===== src/rtl/csr_pkg.sv =====
// Shared types and constants for the CSR access path: operation encoding,
// machine-level CSR addresses and small decode helpers.
package csr_pkg;

    localparam int XLEN = 64;

    typedef enum logic [2:0] {
        CSR_RW    = 3'd0,
        CSR_RS    = 3'd1,
        CSR_RC    = 3'd2,
        CSR_ECALL = 3'd3,
        CSR_MRET  = 3'd4
    } csr_op_t;

    localparam logic [11:0] CSR_MSTATUS  = 12'h300;
    localparam logic [11:0] CSR_MIE      = 12'h304;
    localparam logic [11:0] CSR_MTVEC    = 12'h305;
    localparam logic [11:0] CSR_MSCRATCH = 12'h340;
    localparam logic [11:0] CSR_MEPC     = 12'h341;
    localparam logic [11:0] CSR_SATP     = 12'h180;
    localparam logic [11:0] CSR_MCYCLE   = 12'hB00;

    function automatic logic csr_is_rmw(input csr_op_t op);
        return (op == CSR_RW) || (op == CSR_RS) || (op == CSR_RC);
    endfunction

    // Writes to these change translation, privilege or trap state, so the
    // pipeline must refetch from the next instruction.
    function automatic logic csr_needs_redirect(input logic [11:0] addr);
        return (addr == CSR_MSTATUS) || (addr == CSR_SATP) || (addr == CSR_MTVEC);
    endfunction

endpackage


===== src/rtl/csr_unit_if.sv =====
// Execute-stage request and writeback response channel of the CSR unit.
interface csr_unit_if;
    import csr_pkg::*;

    logic            req_valid;
    logic            req_ready;
    csr_op_t         req_op;
    logic [11:0]     req_addr;
    logic [XLEN-1:0] req_src;
    logic            req_src_zero;
    logic [4:0]      req_rd;
    logic [XLEN-1:0] req_pc;
    logic            flush;
    logic            resp_valid;
    logic            resp_ready;
    logic [XLEN-1:0] resp_rdata;
    logic [4:0]      resp_rd;
    logic            resp_redirect;
    logic [XLEN-1:0] resp_redirect_pc;

    modport master (
        output req_valid, req_op, req_addr, req_src, req_src_zero, req_rd, req_pc,
        output flush, resp_ready,
        input  req_ready, resp_valid, resp_rdata, resp_rd, resp_redirect, resp_redirect_pc
    );

    modport slave (
        input  req_valid, req_op, req_addr, req_src, req_src_zero, req_rd, req_pc,
        input  flush, resp_ready,
        output req_ready, resp_valid, resp_rdata, resp_rd, resp_redirect, resp_redirect_pc
    );

endinterface


===== src/rtl/csr_alu.sv =====
// Read-modify-write datapath: new CSR value and whether a write happens at all.
module csr_alu
    import csr_pkg::*;
(
    input  csr_op_t         op,
    input  logic [XLEN-1:0] old,
    input  logic [XLEN-1:0] src,
    input  logic            src_zero,
    output logic [XLEN-1:0] wdata,
    output logic            do_write
);

    // Set/clear with a zero source must not write, so read-only CSRs can be read safely.
    always_comb begin
        wdata    = 64'd0;
        do_write = 1'b0;
        case (op)
            CSR_RW: begin
                wdata    = src;
                do_write = 1'b1;
            end
            CSR_RS: begin
                wdata    = old | src;
                do_write = ~src_zero;
            end
            CSR_RC: begin
                wdata    = old & ~src;
                do_write = ~src_zero;
            end
            default: begin
                wdata    = 64'd0;
                do_write = 1'b0;
            end
        endcase
    end

endmodule


===== src/rtl/csr_unit.sv =====
// CSR access sequencer: IDLE -> READ -> WRITE -> RESP, one op in flight.
// WRITE is the commit point; flush only kills an op still in READ.
module csr_unit
    import csr_pkg::*;
(
    input  logic            clk,
    input  logic            reset,
    csr_unit_if.slave       bus,
    output logic [11:0]     csr_addr_read,
    input  logic [XLEN-1:0] csr_rdata,
    output logic [11:0]     csr_addr_write,
    output logic [XLEN-1:0] csr_wdata,
    output logic            csr_we,
    output logic            csr_ecall,
    output logic            csr_mret,
    output logic [XLEN-1:0] csr_pc,
    input  logic [XLEN-1:0] csr_next_pc
);

    localparam logic [1:0] ST_IDLE  = 2'd0;
    localparam logic [1:0] ST_READ  = 2'd1;
    localparam logic [1:0] ST_WRITE = 2'd2;
    localparam logic [1:0] ST_RESP  = 2'd3;

    logic [1:0]      state_q, state_d;
    csr_op_t         op_q, op_d;
    logic [11:0]     addr_q, addr_d;
    logic [XLEN-1:0] src_q, src_d;
    logic            src_zero_q, src_zero_d;
    logic [4:0]      rd_q, rd_d;
    logic [XLEN-1:0] pc_q, pc_d;
    logic [XLEN-1:0] old_q, old_d;
    logic [XLEN-1:0] wdata_q, wdata_d;
    logic            do_write_q, do_write_d;
    logic            redirect_q, redirect_d;
    logic [XLEN-1:0] target_q, target_d;

    logic [XLEN-1:0] alu_wdata_s;
    logic            alu_do_write_s;
    logic            rmw_s;

    assign rmw_s = csr_is_rmw(op_q);

    csr_alu u_alu (
        .op       (op_q),
        .old      (csr_rdata),
        .src      (src_q),
        .src_zero (src_zero_q),
        .wdata    (alu_wdata_s),
        .do_write (alu_do_write_s)
    );

    // Next-state and datapath capture.
    always_comb begin
        state_d    = state_q;
        op_d       = op_q;
        addr_d     = addr_q;
        src_d      = src_q;
        src_zero_d = src_zero_q;
        rd_d       = rd_q;
        pc_d       = pc_q;
        old_d      = old_q;
        wdata_d    = wdata_q;
        do_write_d = do_write_q;
        redirect_d = redirect_q;
        target_d   = target_q;
        case (state_q)
            ST_IDLE: begin
                if (bus.req_valid) begin
                    op_d       = bus.req_op;
                    addr_d     = bus.req_addr;
                    src_d      = bus.req_src;
                    src_zero_d = bus.req_src_zero;
                    rd_d       = bus.req_rd;
                    pc_d       = bus.req_pc;
                    state_d    = ST_READ;
                end else begin
                    state_d    = ST_IDLE;
                end
            end
            ST_READ: begin
                old_d      = csr_rdata;
                wdata_d    = alu_wdata_s;
                do_write_d = alu_do_write_s;
                state_d    = bus.flush ? ST_IDLE : ST_WRITE;
            end
            ST_WRITE: begin
                redirect_d = !rmw_s || (do_write_q && csr_needs_redirect(addr_q));
                target_d   = rmw_s ? (pc_q + 64'd4) : csr_next_pc;
                state_d    = ST_RESP;
            end
            ST_RESP: begin
                state_d = bus.resp_ready ? ST_IDLE : ST_RESP;
            end
            default: begin
                state_d = ST_IDLE;
            end
        endcase
    end

    // State and datapath registers.
    always_ff @(posedge clk) begin
        if (reset) begin
            state_q    <= ST_IDLE;
            op_q       <= CSR_RW;
            addr_q     <= 12'd0;
            src_q      <= 64'd0;
            src_zero_q <= 1'b0;
            rd_q       <= 5'd0;
            pc_q       <= 64'd0;
            old_q      <= 64'd0;
            wdata_q    <= 64'd0;
            do_write_q <= 1'b0;
            redirect_q <= 1'b0;
            target_q   <= 64'd0;
        end else begin
            state_q    <= state_d;
            op_q       <= op_d;
            addr_q     <= addr_d;
            src_q      <= src_d;
            src_zero_q <= src_zero_d;
            rd_q       <= rd_d;
            pc_q       <= pc_d;
            old_q      <= old_d;
            wdata_q    <= wdata_d;
            do_write_q <= do_write_d;
            redirect_q <= redirect_d;
            target_q   <= target_d;
        end
    end

    // Output decode; strobes are masked by reset so a reset in WRITE commits nothing.
    always_comb begin
        bus.req_ready        = (state_q == ST_IDLE);
        csr_addr_read        = (state_q == ST_READ) ? addr_q : 12'd0;
        csr_we               = (state_q == ST_WRITE) && do_write_q && !reset;
        csr_addr_write       = ((state_q == ST_WRITE) && rmw_s) ? addr_q : 12'd0;
        csr_wdata            = ((state_q == ST_WRITE) && rmw_s) ? wdata_q : 64'd0;
        csr_ecall            = (state_q == ST_WRITE) && (op_q == CSR_ECALL) && !reset;
        csr_mret             = (state_q == ST_WRITE) && (op_q == CSR_MRET) && !reset;
        csr_pc               = ((state_q == ST_WRITE) && (op_q == CSR_ECALL)) ? pc_q : 64'd0;
        bus.resp_valid       = (state_q == ST_RESP);
        bus.resp_rdata       = ((state_q == ST_RESP) && rmw_s) ? old_q : 64'd0;
        bus.resp_rd          = ((state_q == ST_RESP) && rmw_s) ? rd_q : 5'd0;
        bus.resp_redirect    = (state_q == ST_RESP) && redirect_q;
        bus.resp_redirect_pc = ((state_q == ST_RESP) && redirect_q) ? target_q : 64'd0;
    end

endmodule


===== src/flat_wrapper.sv =====
// flat-port wrapper written by rule: the top's interface ports become plain ports
module csr_unit_flat import csr_pkg::*;
  (clk, reset, csr_addr_read, csr_rdata, csr_addr_write, csr_wdata, csr_we, csr_ecall, csr_mret, csr_pc, csr_next_pc, bus_req_valid, bus_req_op, bus_req_addr, bus_req_src, bus_req_src_zero, bus_req_rd, bus_req_pc, bus_flush, bus_resp_ready, bus_req_ready, bus_resp_valid, bus_resp_rdata, bus_resp_rd, bus_resp_redirect, bus_resp_redirect_pc);
  csr_unit_if bus_i ();
  input  logic clk;
  input  logic reset;
  output logic [11:0] csr_addr_read;
  input  logic [XLEN-1:0] csr_rdata;
  output logic [11:0] csr_addr_write;
  output logic [XLEN-1:0] csr_wdata;
  output logic csr_we;
  output logic csr_ecall;
  output logic csr_mret;
  output logic [XLEN-1:0] csr_pc;
  input  logic [XLEN-1:0] csr_next_pc;
  input wire logic [$bits(bus_i.req_valid)-1:0] bus_req_valid;
  input wire logic [$bits(bus_i.req_op)-1:0] bus_req_op;
  input wire logic [$bits(bus_i.req_addr)-1:0] bus_req_addr;
  input wire logic [$bits(bus_i.req_src)-1:0] bus_req_src;
  input wire logic [$bits(bus_i.req_src_zero)-1:0] bus_req_src_zero;
  input wire logic [$bits(bus_i.req_rd)-1:0] bus_req_rd;
  input wire logic [$bits(bus_i.req_pc)-1:0] bus_req_pc;
  input wire logic [$bits(bus_i.flush)-1:0] bus_flush;
  input wire logic [$bits(bus_i.resp_ready)-1:0] bus_resp_ready;
  output wire logic [$bits(bus_i.req_ready)-1:0] bus_req_ready;
  output wire logic [$bits(bus_i.resp_valid)-1:0] bus_resp_valid;
  output wire logic [$bits(bus_i.resp_rdata)-1:0] bus_resp_rdata;
  output wire logic [$bits(bus_i.resp_rd)-1:0] bus_resp_rd;
  output wire logic [$bits(bus_i.resp_redirect)-1:0] bus_resp_redirect;
  output wire logic [$bits(bus_i.resp_redirect_pc)-1:0] bus_resp_redirect_pc;
  assign bus_i.req_valid = bus_req_valid;
  assign bus_i.req_op = bus_req_op;
  assign bus_i.req_addr = bus_req_addr;
  assign bus_i.req_src = bus_req_src;
  assign bus_i.req_src_zero = bus_req_src_zero;
  assign bus_i.req_rd = bus_req_rd;
  assign bus_i.req_pc = bus_req_pc;
  assign bus_i.flush = bus_flush;
  assign bus_i.resp_ready = bus_resp_ready;
  assign bus_req_ready = bus_i.req_ready;
  assign bus_resp_valid = bus_i.resp_valid;
  assign bus_resp_rdata = bus_i.resp_rdata;
  assign bus_resp_rd = bus_i.resp_rd;
  assign bus_resp_redirect = bus_i.resp_redirect;
  assign bus_resp_redirect_pc = bus_i.resp_redirect_pc;
  csr_unit u_core (.clk(clk), .reset(reset), .bus(bus_i), .csr_addr_read(csr_addr_read), .csr_rdata(csr_rdata), .csr_addr_write(csr_addr_write), .csr_wdata(csr_wdata), .csr_we(csr_we), .csr_ecall(csr_ecall), .csr_mret(csr_mret), .csr_pc(csr_pc), .csr_next_pc(csr_next_pc));
endmodule

===== config.mk =====
export PLATFORM = sky130hd
export DESIGN_NAME = csr_unit_flat
export DESIGN_NICKNAME = d
export VERILOG_FILES = /design/src/rtl/csr_pkg.sv /design/src/rtl/csr_unit_if.sv /design/src/rtl/csr_alu.sv /design/src/rtl/csr_unit.sv /design/src/flat_wrapper.sv
export SDC_FILE = /design/constraint.sdc
export NUM_CORES = 1
export LEC_CHECK = 0
export BUFFER_PORTS_ARGS = -buffer_cell sky130_fd_sc_hd__buf_2
export CORE_AREA = 2 2 226 228
export DETAILED_ROUTE_END_ITERATION = 7
export DIE_AREA = 0 0 228 230
export HOLD_SLACK_MARGIN = 0.06
export MAX_ROUTING_LAYER = met4
export PLACE_DENSITY = 0.57
export SYNTH_ARGS = -nofsm -noshare
export SYNTH_HDL_FRONTEND = slang
export SYNTH_SLANG_ARGS = --single-unit

===== constraint.sdc =====
create_clock -name clk -period 2.65 [get_ports clk]
set_clock_uncertainty 0.1 [all_clocks]
set_input_delay 0.265 -clock clk [delete_from_list [all_inputs] [get_ports clk]]
set_output_delay 0.265 -clock clk [all_outputs]
set_load 0.02 [all_outputs]

Word-level counts from Yosys, hierarchy flattened
Cells that the tools add are included.

cells by class
  reductions and logical operators = 21
  eq/ne operators = 10
  divide/modulo/power cells = 0
  add/subtract/negate cells = 1
  shifts and indexed selects = 0
  mux-type cells = 14
  order comparisons = 0
  multiply operators = 0
  bitwise operators = 4

operators by type and width
  operator                                                                 number
  64-bit 2-to-1 mux                                                        5
  64-bit case mux with 3 select lines                                      1
  64-bit by 3-bit adder with 64-bit output, second input constant          1
  64-bit bitwise AND                                                       1
  64-bit NOT                                                               1
  64-bit OR                                                                1
  12-bit by 10-bit equality test with 1-bit output, second input constant  2
  12-bit 2-to-1 mux                                                        2
  12-bit by 9-bit equality test with 1-bit output, second input constant   1
  1-bit logical AND                                                        10
  2-bit case mux with 4 select lines                                       1
  3-bit by 2-bit equality test with 1-bit output, second input constant    2
  1-bit logical OR                                                         5
  5-bit 2-to-1 mux                                                         1
  2-bit equality test, second input constant                               2
  2-bit 2-to-1 mux                                                         2
  3-bit by 1-bit equality test with 1-bit output, second input constant    1
  3-bit equality test, second input constant                               1
  3-bit zero test                                                          1
  2-bit by 1-bit equality test with 1-bit output, second input constant    1
  1-bit zero test                                                          2
  2-bit zero test                                                          1
  1-bit case mux with 2 select lines                                       1
  2-bit AND reduction                                                      1
  other kinds (3)                                                          3

storage, ports and cells
  output and inout port bits = 291
  ROM bits = 0
  bits in writable memories = 0
  memories = 0
  bits in latches = 0
  word-level logic and storage cells = 62
  bits of input ports = 282
  register bits after elaboration = 345

Depth between registers and ports, before layout
Gate-level depths: netlist of run 1.

  depth after elaboration = 5
  gate-level depth with buffers = 8
  depth with buffers taken out = 7

Modules after synthesis
From an unflattened synthesis of run 1, not the netlist that was laid out.

second synthesis, totals
  cell total of the unflattened synthesis = 2,419
  area, all modules = 17,964.7 sq um

modules (own cells, without submodules)
  module    instances  sequential area each (sq um)  cells an instance  area each (sq um)
  csr_unit  1          6,906.6                       2,119              15,700.1
  csr_alu   1          0.0                           300                2,264.7

Least setup slack after synthesis of run 1
No wires, ideal clock.

  path kind = flip-flop to output port
  start point = register u_core.state_q[1]
  end point = output csr_pc[61]
  setup slack = 443 ps
  arrival = 1,842 ps
  stages on the path, launching flop included = 7
  buffers on the path = 4
  required time = 2,285 ps
  path through = dfxtp_1 > clkbuf_1 > nand2b_1 > clkbuf_1 > clkbuf_1 > buf_1 > nor4_1

between the ends
  word-level cells in the longest chain between the ends = 3

ends and longest elaborated chain
  element                   line                source
  start: declaration        csr_unit.sv:25      logic [1:0] state_q, state_d;
  start signal: assignment  csr_unit.sv:117     state_q <= state_d;
  2-bit equality test       csr_unit.sv:141     csr_pc = ((state_q == ST_WRITE) && (op_q == CSR_ECALL)) ? pc_q : 64'd0;
  1-bit logical AND         csr_unit.sv:141
  64-bit 2-to-1 mux         csr_unit.sv:141
  end: declaration          flat_wrapper.sv:14  output logic [XLEN-1:0] csr_pc;

Every way passes these cells.

Final worst setup path of run 1
  start point = register u_core.state_q[1]
  end point = output csr_wdata[52]

between the ends
  word-level cells in the longest chain between the ends = 3

ends and longest elaborated chain
  element              line                source
  2-bit equality test  csr_unit.sv:138     csr_wdata = ((state_q == ST_WRITE) && rmw_s) ? wdata_q : 64'd0;
  1-bit logical AND    csr_unit.sv:138
  64-bit 2-to-1 mux    csr_unit.sv:138
  end: declaration     flat_wrapper.sv:10  output logic [XLEN-1:0] csr_wdata;

Every way passes these cells.

==> qor.csv, run 1 <==
stage,metric,value,unit
outcome,outcome,"complete, no violations",
floorplanning,DIE HEIGHT,230,um
critical_path,Critical Path RT,2.29,ns
placed_design,placed cell area,0.0204,sq mm
critical_path,Worst R2R Setup Slack,0.23,ns
worst_hold_path,hold_sp,csr_next_pc[47],
power,sw frac,0.274,
power,power density over cell area,543,mW/mm^2
floorplanning,initial core utilization,0.337,
critical_path,Startpoint Class,register,
power,total power,13.5,mW
sta,slew margin rel.,0.469,
sta,Final Hold Fails,0,
cts,insertion delay to the later sink of the worst-skew pair,0.57,ns
power,Max rail drop VDD,0.000420,V
yosys,#FFs+latches synth,345,
global_route,"Remaining Overflow, GRT",0,
placed_design,RD Place Congestion,0.918,
detailed_routing,DR DRC count,0,
sta,Worst Tran Pin Value,0.797,ns
sta,Final period util,0.953,
final_layout,Final #Nets,3306,
floorplanning,die area,0.0524,sq mm
critical_path,CP startpoint,u_core.state_q[1],
detailed_routing,Post-DRT Antenna Nets,0,
detailed_routing,final WL,73.9,mm
critical_path,Worst R2R Start,u_core.pc_q[3],
critical_path,Crit Path Class,register to output port,
yosys,Yosys warnings,0,
worst_hold_path,WHS Path Cells,3,
detailed_routing,Initial DRC Count,1538,
floorplanning,core footprint,0.0499,sq mm
cts,Sink Count,345,
yosys,top_reg_cell synth,dfxtp_1,
detailed_routing,vias per inst,5.25,
power,clock power share,0.427,
critical_path,reg-to-reg endpoint,u_core.target_q[50],
yosys,sequential area share after synthesis,0.411,
global_route,initial antenna violation count,5,
worst_hold_path,hold worst-path end,u_core.target_q[47],
critical_path,CP Cell Sequence,nor2b_4 -> buf_4 -> and3_1 -> buf_2,
detailed_routing,via count,19600,
sta,Setup TNS,0,ns
run,Max Cap Viol,0,
critical_path,CP max-delay cell,dfxtp_4,
floorplanning,IO Count,573,
critical_path,Worst path max stage delay,0.47,ns
sta,Achievable Freq,0.396,GHz
placed_design,dpl hpwl,47.5,mm
critical_path,Reg2Reg Depth,8,
yosys,synthesized cell area,0.0168,sq mm
critical_path,Crit path arrival time,2.16,ns
sta,final setup fails,0,
power,sw power,3.68,mW
global_route,GRT Total Usage,0.278,
cts,CTS H-Tree Depth,2,
global_route,first-pass GRT wire length,113,mm
critical_path,Worst Path Buf+Inv,2,
final_layout,share of layout cells above drive strength 1,0.239,
critical_path,CP Max Fanout,33,
cts,CTS tree,built,
final_layout,fillers,4814,
yosys,Mean Syn Cell Area,7.42,sq um
sta,unrepaired setup endpoints after global routing,no,
cts,Clock Pin Slew Worst Setup and Hold Paths,0.07,ns
final_layout,Final Cell Area,0.0248,sq mm
final_layout,"Area growth, synth to finish",47.7,%
power,Combinational Power Share,0.152,
sta,Tmin final,2.52,ns
power,Pleak,11.4,nW
critical_path,"delay-heaviest family, CP",buffers and inverters,
detailed_routing,DR pass1 iterations,6,
yosys,Post-synth ARST share,0,
power,Sequential Power Share,0.422,
cts,clock root buffer,clkbuf_16,
yosys,number of flops mapped to enable cells by yosys,0,
cts,CTS Buf Count,41,
floorplanning,row cnt,82,
yosys,Syn Inst Count,2262,
detailed_routing,Avg WL per Cell,19.9,um
yosys,Mapped Nets,2545,
critical_path,CP Capture Type,output port,
global_route,pin count of the biggest net entering global routing,133,
floorplanning,die span in x,228,um
power,Int Pwr,9.78,mW
placed_design,port bufs,572,
yosys,Synth cell types,48,
worst_hold_path,hold crit path type,input port to register,
critical_path,Worst path depth,4,
global_route,number of global-route vias before repair,19500,
sta,Slew Limit Fails,0,
cts,CTS max path bufs,3,
power by group through the flow:
stage | sequential (mW) | clock, mW | combinational, mW
3_3_place_gp | 5.76 | 0 | 1.65
6_report | 5.68 | 5.74 | 2.04
4_1_cts | 5.67 | 5.85 | 2.02
3_5_place_dp | 5.78 | 0 | 1.67
5_1_grt | 5.71 | 6.07 | 2.23
2_1_floorplan | 5.71 | 0 | 0.964
synthesized netlist by cell type, drive strengths merged, types with 2 or more instances:
cell	count	area, sq um
nand4b	2	17.5
inv	71	267
a31oi	5	31.3
nand3	29	145
a22oi	64	480
xor2	11	96.3
nand2	472	1770
or3	5	31.3
and3	183	1140
nand4	20	165
a21oi	335	1680
o21ai	27	135
nor4	23	193
nor3	22	110
xnor2	45	394
nor2	123	462
and4	3	26.3
a211oi	7	52.6
dfxtp	345	6910
and2	138	863
clkbuf	186	698
o32ai	63	552
buf	18	77.6
nand2b	7	43.8
a2111oi	4	55.1
a311oi	5	43.8
or2	3	18.8
nor2b	2	12.5
o22ai	27	169
nand3b	6	45.0
state kept, by name (all words and copies together), names as in the netlist:
register and cells:
u_core.addr_q 12, u_core.do_write_q 1, u_core.old_q 64, u_core.op_q 3
u_core.pc_q 64, u_core.rd_q 5, u_core.redirect_q 1, u_core.src_q 64
u_core.src_zero_q 1, u_core.state_q 2, u_core.target_q 64, u_core.wdata_q 64
layout make-up:
cell class	count	area [sq um]	area share
Clock buffer	60	1250	0.0504
Sequential cell	345	6920	0.279
Inverter	71	267	0.0107
Clock inverter	7	92.6	0.00373
Multi-Input combinational cell	1643	8960	0.361
Antenna cell	4	10.0	0.000403
Timing Repair Buffer	921	6470	0.261
Tap cell	672	841	0.0339
per-layer routing:
metal / track usage / routed length [um]
met3: 0.0501 / 5140
met2: 0.475 / 36200
met5: - / 0
met1: 0.332 / 30600
met4: 0.0862 / 1960
how the worst max path moves through the flow:
stage	end
2_1_floorplan	csr_pc[61]
3_3_place_gp	u_core.target_q[59]
3_5_place_dp	u_core.target_q[59]
4_1_cts	u_core.target_q[50]
5_1_grt	csr_pc[14]
6_report	csr_wdata[52]
worst reg2reg max path: cells and delay by family (launching register included):
kind	cells	cell delay, ns
adder cells (fa/ha/maj)	1	0.23
AO/OA/AOI/OAI	1	0.39
buffers and inverters	1	0.20
XOR/XNOR	1	0.11
AND/OR/NAND/NOR	4	0.87
flip-flops	1	0.41
metrics by stage:
stage / hold WS (ns) / cells / setup WS, ns / utilization
floorplan: 0.301 / 2262 / 0.443 / -
global placement: 0.338 / 3354 / 0.106 / 0.410
detailed placement: 0.344 / 3354 / 0.00519 / 0.410
CTS: 0.0637 / 3715 / 0.0183 / 0.496
global route: 0.117 / 3723 / 0.0237 / 0.498
finish: 0.109 / 3723 / 0.125 / 0.498
cell families after synthesis:
family                   count (synthesis)  synth area share
AO/OA/AOI/OAI                          544             0.194
XOR/XNOR                                56            0.0292
adder cells (fa/ha/maj)                  1          0.000745
buffers and inverters                  275            0.0621
flip-flops                             345             0.411
AND/OR/NAND/NOR                       1041             0.303
placed cells by master (no fill, tap or decap), types with 4 or more instances in the layout:
cell           count
clkbuf_1           7
nand2_1          471
o32ai_1           63
xnor2_1           45
clkbuf_16         44
a21oi_1          334
nand3_1           28
and3_1           182
nand3b_1           6
o22ai_1           27
a31oi_1            5
buf_12            18
dlygate4sd3_1    291
nor2_1           121
a311oi_1           5
and2_1           137
a22oi_1           64
inv_1             71
nand4_1           15
or3_1              5
xor2_1            11
dfxtp_1          341
o21ai_0           27
buf_2            571
buf_4             38
nor3_1            20
diode_2            4
a211oi_1           7
clkbuf_8           9
nand4_2            4
nor4_1            18
what timing repair did:
item | in CTS | in global routing
cloned | 1 | 1
endpoints found under the hold margin | 281 | 0
hold buffers | 291 | 0
setup buffers | 2 | 3
resized for setup | 5 | 8
setup endpoints to repair | 231 | 57
pin swaps | 1 | 2
No activity file was read; power rests on OpenSTA's default activity.
==> run 2: changes to the inputs <==
- SETUP_SLACK_MARGIN: default -> 0.2
==> qor.csv, run 2 (synthesis results as in run 1) <==
stage,metric,value,unit,change
critical_path,Reg2Reg Depth,6,,-2
placed_design,port bufs,572,,unchanged
floorplanning,IO Count,573,,unchanged
critical_path,CP Cell Sequence,nand2b_4 -> buf_4 -> nor2_2 -> and3_1 -> buf_2,,
final_layout,share of layout cells above drive strength 1,0.248,,+0.00871
critical_path,reg-to-reg endpoint,u_core.pc_q[28],,
detailed_routing,DR pass1 iterations,6,,unchanged
power,total power,13.6,mW,+0.73%
sta,final setup fails,0,,unchanged
detailed_routing,top routing layer used,met4,,
floorplanning,DIE HEIGHT,230,um,unchanged
worst_hold_path,WHS Path Cells,5,,+2
run,Max Cap Viol,0,,unchanged
cts,Clock Pin Slew Worst Setup and Hold Paths,0.05,ns,-0.02 ns
worst_hold_path,hold worst-path end,u_core.target_q[6],,
outcome,outcome,"complete, no violations",,
worst_hold_path,hold_sp,csr_next_pc[6],,
cts,CTS tree,built,,
worst_hold_path,hold crit path type,input port to register,,
global_route,"Remaining Overflow, GRT",0,,unchanged
power,Pleak,11.6,nW,+1.7%
critical_path,Critical Path RT,2.29,ns,about the same
detailed_routing,Initial DRC Count,1601,,+4.1%
critical_path,Worst R2R Start,u_core.state_q[0],,
critical_path,Startpoint Class,register,,
sta,unrepaired setup endpoints after global routing,yes,,
critical_path,CP Capture Type,output port,,
critical_path,Worst Path Buf+Inv,2,,unchanged
detailed_routing,final WL,76.5,mm,+3.5%
critical_path,Worst R2R Setup Slack,0.27,ns,+0.04 ns
detailed_routing,vias per inst,5.30,,+0.96%
floorplanning,core footprint,0.0499,sq mm,unchanged
detailed_routing,DR WL met3,5.68,mm,+11%
final_layout,fillers,4774,,-0.83%
global_route,number of global-route vias before repair,19600,,+0.42%
final_layout,Storage cell area,0.00693,sq mm,+0.14%
sta,Achievable Freq,0.416,GHz,+5.0%
placed_design,dpl hpwl,47.5,mm,unchanged
sta,Hold WS,0.117,ns,+0.00886 ns
critical_path,Crit Path Class,register to output port,,
critical_path,CP Max Fanout,10,,-70%
final_layout,"Area growth, synth to finish",50.0,%,
floorplanning,die area,0.0524,sq mm,unchanged
cts,Sink Count,345,,unchanged
detailed_routing,DR DRC count,0,,unchanged
sta,Final Hold Fails,0,,unchanged
critical_path,Crit path arrival time,2.04,ns,-0.12 ns
detailed_routing,routed length on met1,31.4,mm,+2.4%
detailed_routing,Met2 Wirelength,37.3,mm,+3.0%
critical_path,CP max-delay cell,dfxtp_4,,
final_layout,most frequent cells in the layout,"568 x buf_2, 471 x nand2_1, 335 x dfxtp_1",,
cts,CTS Buf Count,41,,unchanged
cts,CTS max path bufs,3,,unchanged
critical_path,Worst path max stage delay,0.39,ns,-0.08 ns
floorplanning,initial core utilization,0.337,,unchanged
placed_design,RD Place Congestion,0.918,,unchanged
critical_path,"delay-heaviest family, CP",simple AND/OR/NAND/NOR gates,,
final_layout,"most common cell after layout, fill and taps aside",buf_2,,
sta,Worst Tran Pin Value,0.801,ns,+0.00375 ns
sta,Tmin final,2.40,ns,-0.121 ns
cts,CTS H-Tree Depth,2,,unchanged
detailed_routing,via count,19900,,+1.5%
global_route,pin count of the biggest net entering global routing,133,,unchanged
power,power density over cell area,538,mW/mm^2,-0.81%
global_route,GRT Total Usage,0.281,,+0.00308
power,Max rail drop VDD,0.000423,V,+0.78%
floorplanning,die span in x,228,um,unchanged
sta,Final period util,0.907,,-0.0456
sta,Slew Limit Fails,0,,unchanged
detailed_routing,Avg WL per Cell,20.4,um,+2.9%
cts,clock root buffer,clkbuf_16,,
critical_path,Worst path depth,5,,+1
floorplanning,row cnt,82,,unchanged
sta,slew margin rel.,0.466,,-0.00250
final_layout,Multi-input gate area,0.00902,sq mm,+0.75%
global_route,initial antenna violation count,6,,+1
global_route,first-pass GRT wire length,114,mm,+0.91%
cts,insertion delay to the later sink of the worst-skew pair,0.57,ns,about the same
final_layout,Final #Nets,3324,,+0.54%
sta,Setup TNS,0,ns,unchanged
detailed_routing,Post-DRT Antenna Nets,0,,unchanged
-- run 2: cell count changes in the layout (fill, tap and decap cells not counted), sizes merged --
cell,delta
dlygate4sd3,-1
clkbuf,+2
bufbuf,+2
diode,+2
buf,+14
nand2b,+1
-- run 2: metal layers --
metal  global-route usage  vias up
met5                    -        -
met4               0.0860        0
met3               0.0511      133
met2                0.479      912
met1                0.337     9499
li1                     -     9307
-- run 2: worst reg2reg max path: stages (launching register included) --
cell	delay, ns
dfxtp_4	0.39
nand2b_1	0.36
nor2_4	0.28
buf_12	0.32
nand2_1	0.14
a21oi_1	0.15
dlygate4sd3_1	0.59
-- run 2: worst max path at each step --
stage	to	slack, ns	startpoint
2_1_floorplan	csr_pc[61]	0.44	u_core.state_q[1]
3_3_place_gp	u_core.target_q[59]	0.11	u_core.pc_q[4]
3_5_place_dp	u_core.target_q[59]	0.005	u_core.pc_q[4]
4_1_cts	csr_wdata[52]	0.12	u_core.state_q[1]
5_1_grt	u_core.target_q[50]	0.11	u_core.pc_q[8]
6_report	csr_mret	0.25	u_core.state_q[0]
-- run 2: timing repair --
action / CTS / global route
hold buffers: 290 / 0
endpoints found under the hold margin: 281 / 0
pin swaps: 2 / 3
gates resized for setup: 22 / 21
endpoints found under the setup margin: 302 / 95
setup buffers: 5 / 11
gates cloned: 6 / 4
-- run 2: metrics by stage --
| stage | cells | worst slack (ns) | area, sq um | utilization |
|---|---|---|---|---|
| 4_1_cts | 3722 | 0.125 | 24900 | 0.500 |
| 6_report | 3743 | 0.246 | 25200 | 0.505 |
| 3_3_place_gp | 3354 | 0.106 | 20400 | 0.410 |
| 2_1_floorplan | 2262 | 0.443 | 16800 | - |
| 3_5_place_dp | 3354 | 0.00519 | 20400 | 0.410 |
| 5_1_grt | 3742 | 0.106 | 25200 | 0.505 |
-- run 2: area by class of cell --
cell class / count / area share
Multi-Input combinational cell: 1644 / 0.358
Sequential cell: 345 / 0.275
Timing Repair Buffer: 938 / 0.269
Clock buffer: 60 / 0.0497
Tap cell: 672 / 0.0334
Inverter: 71 / 0.0106
Clock inverter: 7 / 0.00368
Antenna cell: 6 / 0.000596
-- run 2: power breakdown --
part           switching (mW)  internal (mW)  total [mW]
registers               0.229           5.45        5.68
logic                    1.20          0.930        2.13
clock network            2.31           3.44        5.75
